<file path="config.mk">
export PLATFORM = sky130hd
export DESIGN_NAME = core_run_sequencer
export DESIGN_NICKNAME = d
export VERILOG_FILES = /design/src/rtl/core_run_sequencer.sv
export SDC_FILE = /design/constraint.sdc
export NUM_CORES = 1
export LEC_CHECK = 0
export ABC_AREA = 1
export BUFFER_PORTS_ARGS = -buffer_cell sky130_fd_sc_hd__buf_2
export CAP_MARGIN = 20
export CORE_AREA = 2 2 145 147
export DETAILED_ROUTE_END_ITERATION = 7
export DIE_AREA = 0 0 147 149
export SETUP_SLACK_MARGIN = 0.3
export SLEW_MARGIN = 40
export SYNTH_ARGS = -nofsm -noshare
export SYNTH_HDL_FRONTEND = slang
export SYNTH_SLANG_ARGS = --single-unit
</file>
<file path="constraint.sdc">
create_clock -name clk -period 2.4 [get_ports clk]
set_input_delay 0.36 -clock clk [delete_from_list [all_inputs] [get_ports clk]]
set_output_delay 0.36 -clock clk [all_outputs]
set_load 0.1 [all_outputs]
</file>
<file path="src/rtl/core_run_sequencer.sv">
// Run scheduler for the RISC-V tiles: holds tiles in reset until the program image
// is loaded, then runs each selected core in ascending order until pass, fail or timeout.
module core_run_sequencer #(
   parameter int NUM_CORES  = 4,
   parameter int TIMEOUT_W  = 32,
   parameter int RESET_HOLD = 2,
   localparam int IDX_W     = (NUM_CORES > 1) ? $clog2(NUM_CORES) : 1
) (
   input  logic                 clk,
   input  logic                 rst_n,
   input  logic                 start,
   input  logic [NUM_CORES-1:0] core_mask,
   input  logic                 virtual_mode,
   input  logic [TIMEOUT_W-1:0] timeout_limit,
   input  logic                 program_loaded,
   input  logic [NUM_CORES-1:0] core_pass,
   input  logic [NUM_CORES-1:0] core_fail,
   output logic [NUM_CORES-1:0] tile_reset,
   output logic [NUM_CORES-1:0] core_reset,
   output logic                 busy,
   output logic                 done,
   output logic [IDX_W-1:0]     cur_core,
   output logic [NUM_CORES-1:0] pass_vec,
   output logic [NUM_CORES-1:0] fail_vec,
   output logic [NUM_CORES-1:0] timeout_vec,
   output logic                 all_pass
);

   localparam int HOLD_W = (RESET_HOLD > 1) ? $clog2(RESET_HOLD + 1) : 1;
   localparam logic [HOLD_W-1:0] HOLD_LAST = HOLD_W'(RESET_HOLD - 1);

   typedef enum logic [2:0] {
      IDLE,
      WAIT_LOAD,
      REL_TILE,
      SCAN,
      PULSE,
      RUN,
      DONE
   } stateT;

   stateT                state, stateNext;
   logic [NUM_CORES-1:0] maskReg, remMask;
   logic                 vmReg;
   logic [TIMEOUT_W-1:0] limitReg, counter;
   logic [HOLD_W-1:0]    holdCnt;
   logic [IDX_W-1:0]     lowIdx;
   logic                 anyLeft;
   logic                 curPass, curFail, timeoutHit, runExit;

   // Lowest remaining core wins; scanning from the top lets the last hit be the lowest.
   always_comb begin
      lowIdx  = '0;
      anyLeft = 1'b0;
      for (int i = NUM_CORES - 1; i >= 0; i--) begin
         if (remMask[i]) begin
            lowIdx  = IDX_W'(i);
            anyLeft = 1'b1;
         end
      end
   end

   assign curPass    = core_pass[cur_core];
   assign curFail    = core_fail[cur_core];
   assign timeoutHit = (limitReg != '0) && (counter == limitReg - TIMEOUT_W'(1));
   assign runExit    = curFail | curPass | timeoutHit;

   always_ff @(posedge clk or negedge rst_n) begin
      if (!rst_n) state <= IDLE;
      else        state <= stateNext;
   end

   always_comb begin
      stateNext = state;
      case (state)
         IDLE, DONE: if (start)          stateNext = WAIT_LOAD;
         WAIT_LOAD:  if (program_loaded) stateNext = REL_TILE;
         REL_TILE:                       stateNext = SCAN;
         SCAN: begin
            if (!anyLeft)   stateNext = DONE;
            else if (vmReg) stateNext = PULSE;
            else            stateNext = RUN;
         end
         PULSE:      if (holdCnt == HOLD_LAST) stateNext = RUN;
         RUN:        if (runExit)              stateNext = SCAN;
         default:                              stateNext = IDLE;
      endcase
   end

   // Every output is a register updated alongside the state transition it belongs to.
   always_ff @(posedge clk or negedge rst_n) begin
      if (!rst_n) begin
         tile_reset  <= '1;
         core_reset  <= '1;
         busy        <= 1'b0;
         done        <= 1'b0;
         cur_core    <= '0;
         pass_vec    <= '0;
         fail_vec    <= '0;
         timeout_vec <= '0;
         all_pass    <= 1'b0;
         maskReg     <= '0;
         remMask     <= '0;
         vmReg       <= 1'b0;
         limitReg    <= '0;
         counter     <= '0;
         holdCnt     <= '0;
      end else begin
         case (state)
            IDLE, DONE: begin
               if (start) begin
                  maskReg     <= core_mask;
                  remMask     <= core_mask;
                  vmReg       <= virtual_mode;
                  limitReg    <= timeout_limit;
                  pass_vec    <= '0;
                  fail_vec    <= '0;
                  timeout_vec <= '0;
                  all_pass    <= 1'b0;
                  done        <= 1'b0;
                  busy        <= 1'b1;
                  tile_reset  <= '1;
                  core_reset  <= '1;
               end
            end
            REL_TILE: tile_reset <= '0;
            SCAN: begin
               if (!anyLeft) begin
                  busy     <= 1'b0;
                  done     <= 1'b1;
                  all_pass <= (maskReg != '0) && (pass_vec == maskReg);
               end else begin
                  cur_core <= lowIdx;
                  if (vmReg) begin
                     tile_reset <= '1;
                     holdCnt    <= '0;
                  end else begin
                     core_reset[lowIdx] <= 1'b0;
                     counter            <= '0;
                  end
               end
            end
            PULSE: begin
               if (holdCnt == HOLD_LAST) begin
                  tile_reset           <= '0;
                  core_reset[cur_core] <= 1'b0;
                  counter              <= '0;
               end else begin
                  holdCnt <= holdCnt + HOLD_W'(1);
               end
            end
            RUN: begin
               // Fail outranks pass, and an explicit status outranks a coincident timeout.
               if (runExit) begin
                  core_reset[cur_core] <= 1'b1;
                  remMask[cur_core]    <= 1'b0;
                  if (curFail) begin
                     fail_vec[cur_core] <= 1'b1;
                  end else if (curPass) begin
                     pass_vec[cur_core] <= 1'b1;
                  end else begin
                     timeout_vec[cur_core] <= 1'b1;
                     fail_vec[cur_core]    <= 1'b1;
                  end
               end else if (counter != '1) begin
                  counter <= counter + TIMEOUT_W'(1);
               end
            end
            default: ;
         endcase
      end
   end

endmodule

</file>
==> out/qor.yml <==
final_common_cell: "sky130_fd_sc_hd__nand2_1"
num-nets-final: 1265
final_cell_mix: "344 x sky130_fd_sc_hd__nand2_1, 153 x sky130_fd_sc_hd__nor2_1, 88 x sky130_fd_sc_hd__inv_1, 88 x sky130_fd_sc_hd__dfrtp_1, 80 x sky130_fd_sc_hd__nand3_1"
max-clock-path-buffers: 2
route.met2.wl_mm: 10.7
power-per-cell-area_mw_per_mm2: 1240
route.detailed.vias_per_inst: 4.94
clkSlewWorstSetupHoldPaths_ns: 0.08
synth_top_flop_cell: "sky130_fd_sc_hd__dfrtp_1"
place_congestion: 0.939
syn_to_final_growth_pct: 27.8
synth_area_mm2: 0.00700
num_vias: 7377
cp.required_ns: 2.70
topRoutingLayerUsed: "met4"
ys_top_cells_by_area: "sky130_fd_sc_hd__dfrtp_1 34%, sky130_fd_sc_hd__nand2_1 20%, sky130_fd_sc_hd__nor2_1 9.3%, sky130_fd_sc_hd__nand3_1 5.8%, sky130_fd_sc_hd__inv_1 4.9%"
critical_path_fanouts_max: 6
portBuffers: 73
core-area_mm2: 0.0206
setup-violations-final: 44
post-route-min-period_ns: 2.55
clk_latency_ns: 0.37
worst-slew-pin-transition_ns: 0.600
dp.final_hpwl_mm: 16.7
synthesis.nets: 1130
clock-root-buffer: "sky130_fd_sc_hd__clkbuf_16"
num_rows: 53
detailedRoute.firstPassIterationCount: 6
yosysTopAreaCell: "sky130_fd_sc_hd__dfrtp_1"
intPower_mw: 5.30
worst_setup_path_end_kind: "flip-flop"
number_of_antenna_violations_at_the_first_check_in_global_routing: 0
drtAntennaViolNets: 0
first_iteration_detailed_routing_drc_count: 468
synth_top_area_share_pct: 33.9
seq_area_frac_synth_pct: 35.8
chipHeight_um: 149
rr_startpoint: "limitReg[1]$_DFFE_PN0P_"
total_grt_usage_pct: 20.4
vdd_drop_max_v: 0.000877
total_switching_power_mw: 5.80
crit_path_start: "limitReg[1]$_DFFE_PN0P_"
yosys_register_bits: 100
tritoncts_clock_tree: "done"
classification_of_the_worst_slack_hold_path: "in2reg"
async_reset_ff_share_pct: 100
drt-met1-wl_mm: 10.1
timing.final.max_slew_violations: 0
timing.max_cap.violations: 0
dpl-instance-area_mm2: 0.00816
fin_worst_skew_ns: 0.0137
postSynthAreaPerCell_um2: 6.50
seq_power_share_pct: 25.7
post_route_cells_drive_above_1_share_pct: 22.8
final_min_period_over_clock_period_pct: 106
drt-wirelength-per-cell_um: 15.0
number_of_buffers_inserted_during_clock_tree_synthesis: 9
grt_max_degree: 61
report.final.hold_viol_count: 0
worst_ep_arrival_time_ns: 2.85
swShare_pct: 52.2
yosys_warnings: 0
violations: "negative setup slack"
grt_pass1_vias: 6867
power.share.combinational_pct: 61.6
antenna_cells_inserted: 0
gate_count_post_synth: 1078
power.share.clock_pct: 12.7
cts_htree_levels: 3
routed-wl-met3_mm: 1.26
finalInstanceArea_mm2: 0.00895
wire_length_of_the_first_global_routing_pass_mm: 35.5
maxClockFrequency_mhz: 392
clock_sinks: 100
die_area_mm2: 0.0219
synth-edff-count: 0
fin_ws_ns: -0.149
number_of_distinct_library_cells_after_synthesis: 43
ios: 74
utilization_pct: 43.5
timing_worst_setup_path_type: "reg2reg"
die_x_um: 147
timing.hold.worst.start: "timeout_limit[14]"
timing.max_slew.rel_slack_pct: 60.0
design_power_total_mw: 11.1
drt_wl_total_mm: 22.4
run_status: "complete, but fails checks"
total_leakage_power_nw: 4.30
rsz_0062_raised_after_global_routing: "yes"
drc_errors: 0
critPathLaunchType: "flip-flop"
grt-ovfl-total: 0
starting_density_pct: 34.1
[synthesized netlist by cell type, types with 2 or more instances]
cell                        instances
sky130_fd_sc_hd__a21oi_1           10
sky130_fd_sc_hd__a22oi_1            2
sky130_fd_sc_hd__and2_1             2
sky130_fd_sc_hd__buf_2              4
sky130_fd_sc_hd__buf_4              4
sky130_fd_sc_hd__buf_6              5
sky130_fd_sc_hd__clkbuf_1          24
sky130_fd_sc_hd__clkinv_1           2
sky130_fd_sc_hd__dfrtp_1           95
sky130_fd_sc_hd__dfstp_2            5
sky130_fd_sc_hd__ha_1               3
sky130_fd_sc_hd__inv_1             91
sky130_fd_sc_hd__inv_2              5
sky130_fd_sc_hd__nand2_1          382
sky130_fd_sc_hd__nand2_2            4
sky130_fd_sc_hd__nand2_4            2
sky130_fd_sc_hd__nand3_1           81
sky130_fd_sc_hd__nand3_2            2
sky130_fd_sc_hd__nand3b_1           6
sky130_fd_sc_hd__nand4_1           27
sky130_fd_sc_hd__nor2_1           174
sky130_fd_sc_hd__nor2_2             3
sky130_fd_sc_hd__nor2_4             7
sky130_fd_sc_hd__nor3_1            18
sky130_fd_sc_hd__nor4_1             7
sky130_fd_sc_hd__o2111ai_1          4
sky130_fd_sc_hd__o21a_1             2
sky130_fd_sc_hd__o21ai_0           39
sky130_fd_sc_hd__o21ai_1            6
sky130_fd_sc_hd__xnor2_1           19
sky130_fd_sc_hd__xor2_1            31
[through the flow]
step / cells / hold slack (ns) / worst slack [ns] / setup TNS [ns]
floorplan: 1078 / 0.0644 / 0.310 / 0
global placement: 1461 / 0.331 / -0.100 / -3.15
detailed placement: 1461 / 0.326 / -0.129 / -4.88
CTS: 1480 / 0.181 / -0.00967 / -0.0124
global route: 1492 / 0.186 / -0.302 / -12.67
finish: 1492 / 0.190 / -0.149 / -4.82
[sequential cells by signal, summed over array words and instances, names as in the netlist, 3 cells and up]
signal	flops
counter	32
timeout_vec	4
limitReg	32
maskReg	4
state	3
core_reset	4
fail_vec	4
remMask	4
pass_vec	4
[routing by layer]
| layer | vias to the layer above | track usage (%) |
|---|---|---|
| li1 | 3688 | - |
| met1 | 3418 | 27.2 |
| met2 | 245 | 34.8 |
| met3 | 26 | 3.61 |
| met4 | 0 | 4.47 |
| met5 | - | 0 |
[power by group through the flow]
stage               Clock (mW)  Combinational, mW  Sequential (mW)
finish                    1.41               6.84             2.85
global route              1.52               7.48             2.93
CTS                       1.45               6.21             2.82
detailed placement           0               6.11             2.83
global placement             0               6.07             2.83
floorplan                    0               3.45             3.59
[critical path: stages (launching register included)]
cell                        delay, ns
sky130_fd_sc_hd__dfrtp_1         0.39
sky130_fd_sc_hd__buf_4           0.15
sky130_fd_sc_hd__nor2_4          0.14
sky130_fd_sc_hd__nand2_4         0.08
sky130_fd_sc_hd__nor2_4          0.13
sky130_fd_sc_hd__buf_4           0.13
sky130_fd_sc_hd__clkbuf_16       0.12
sky130_fd_sc_hd__nand4_1         0.08
sky130_fd_sc_hd__nand2_1         0.09
sky130_fd_sc_hd__nand3_1         0.06
sky130_fd_sc_hd__nor2_1          0.13
sky130_fd_sc_hd__nand3_1         0.10
sky130_fd_sc_hd__nor2_1          0.14
sky130_fd_sc_hd__nand2_2         0.11
sky130_fd_sc_hd__nand2_2         0.09
sky130_fd_sc_hd__nand2_4         0.10
sky130_fd_sc_hd__nand2_8         0.14
sky130_fd_sc_hd__clkbuf_16       0.18
sky130_fd_sc_hd__nand2_4         0.04
sky130_fd_sc_hd__nand2_2         0.06
[logic make-up (layout without fill, tap and decap cells)]
family	Yosys count	in the layout	share of synthesized area (%)
flip-flops	100	100	35.8
XOR/XNOR	50	50	6.25
AND/OR/NAND/NOR	718	718	43.4
AO/OA/AOI/OAI	72	72	5.97
adder cells (fa/ha/maj)	3	3	0.536
buffers and inverters	135	274	8.06
[layout make-up]
type	instances	area [um^2]
fill	2138	11600
multi-input combinational	843	4230
sequential	100	2520
timing repair buffer	161	1220
inverter	98	368
tap	275	344
clock buffer	10	229
clock inverter	5	37.5
[timing repair]
action | CTS | global route
hold buffers | 1 | 0
resized for setup | 16 | 79
pin swaps | 3 | 40
setup endpoints to repair | 51 | 93
cloned | 0 | 6
setup buffers | 3 | 6
hold endpoints to repair | 26 | 0
[path summary, 6_finish.rpt]
kind	slack [ns]	depth (start not counted)	to
max in group asynchronous	1.25	3	tile_reset[2]$_DFFE_PN1P_
max reg2reg	-0.15	19	counter[27]$_DFFE_PN0P_
min	0.19	3	limitReg[14]$_DFFE_PN0P_
min in group asynchronous	0.48	2	limitReg[24]$_DFFE_PN0P_
max	-0.15	19	counter[27]$_DFFE_PN0P_
min reg2reg	0.47	2	done$_DFFE_PN0P_
Note: power is estimated with default switching activity, not from simulation.
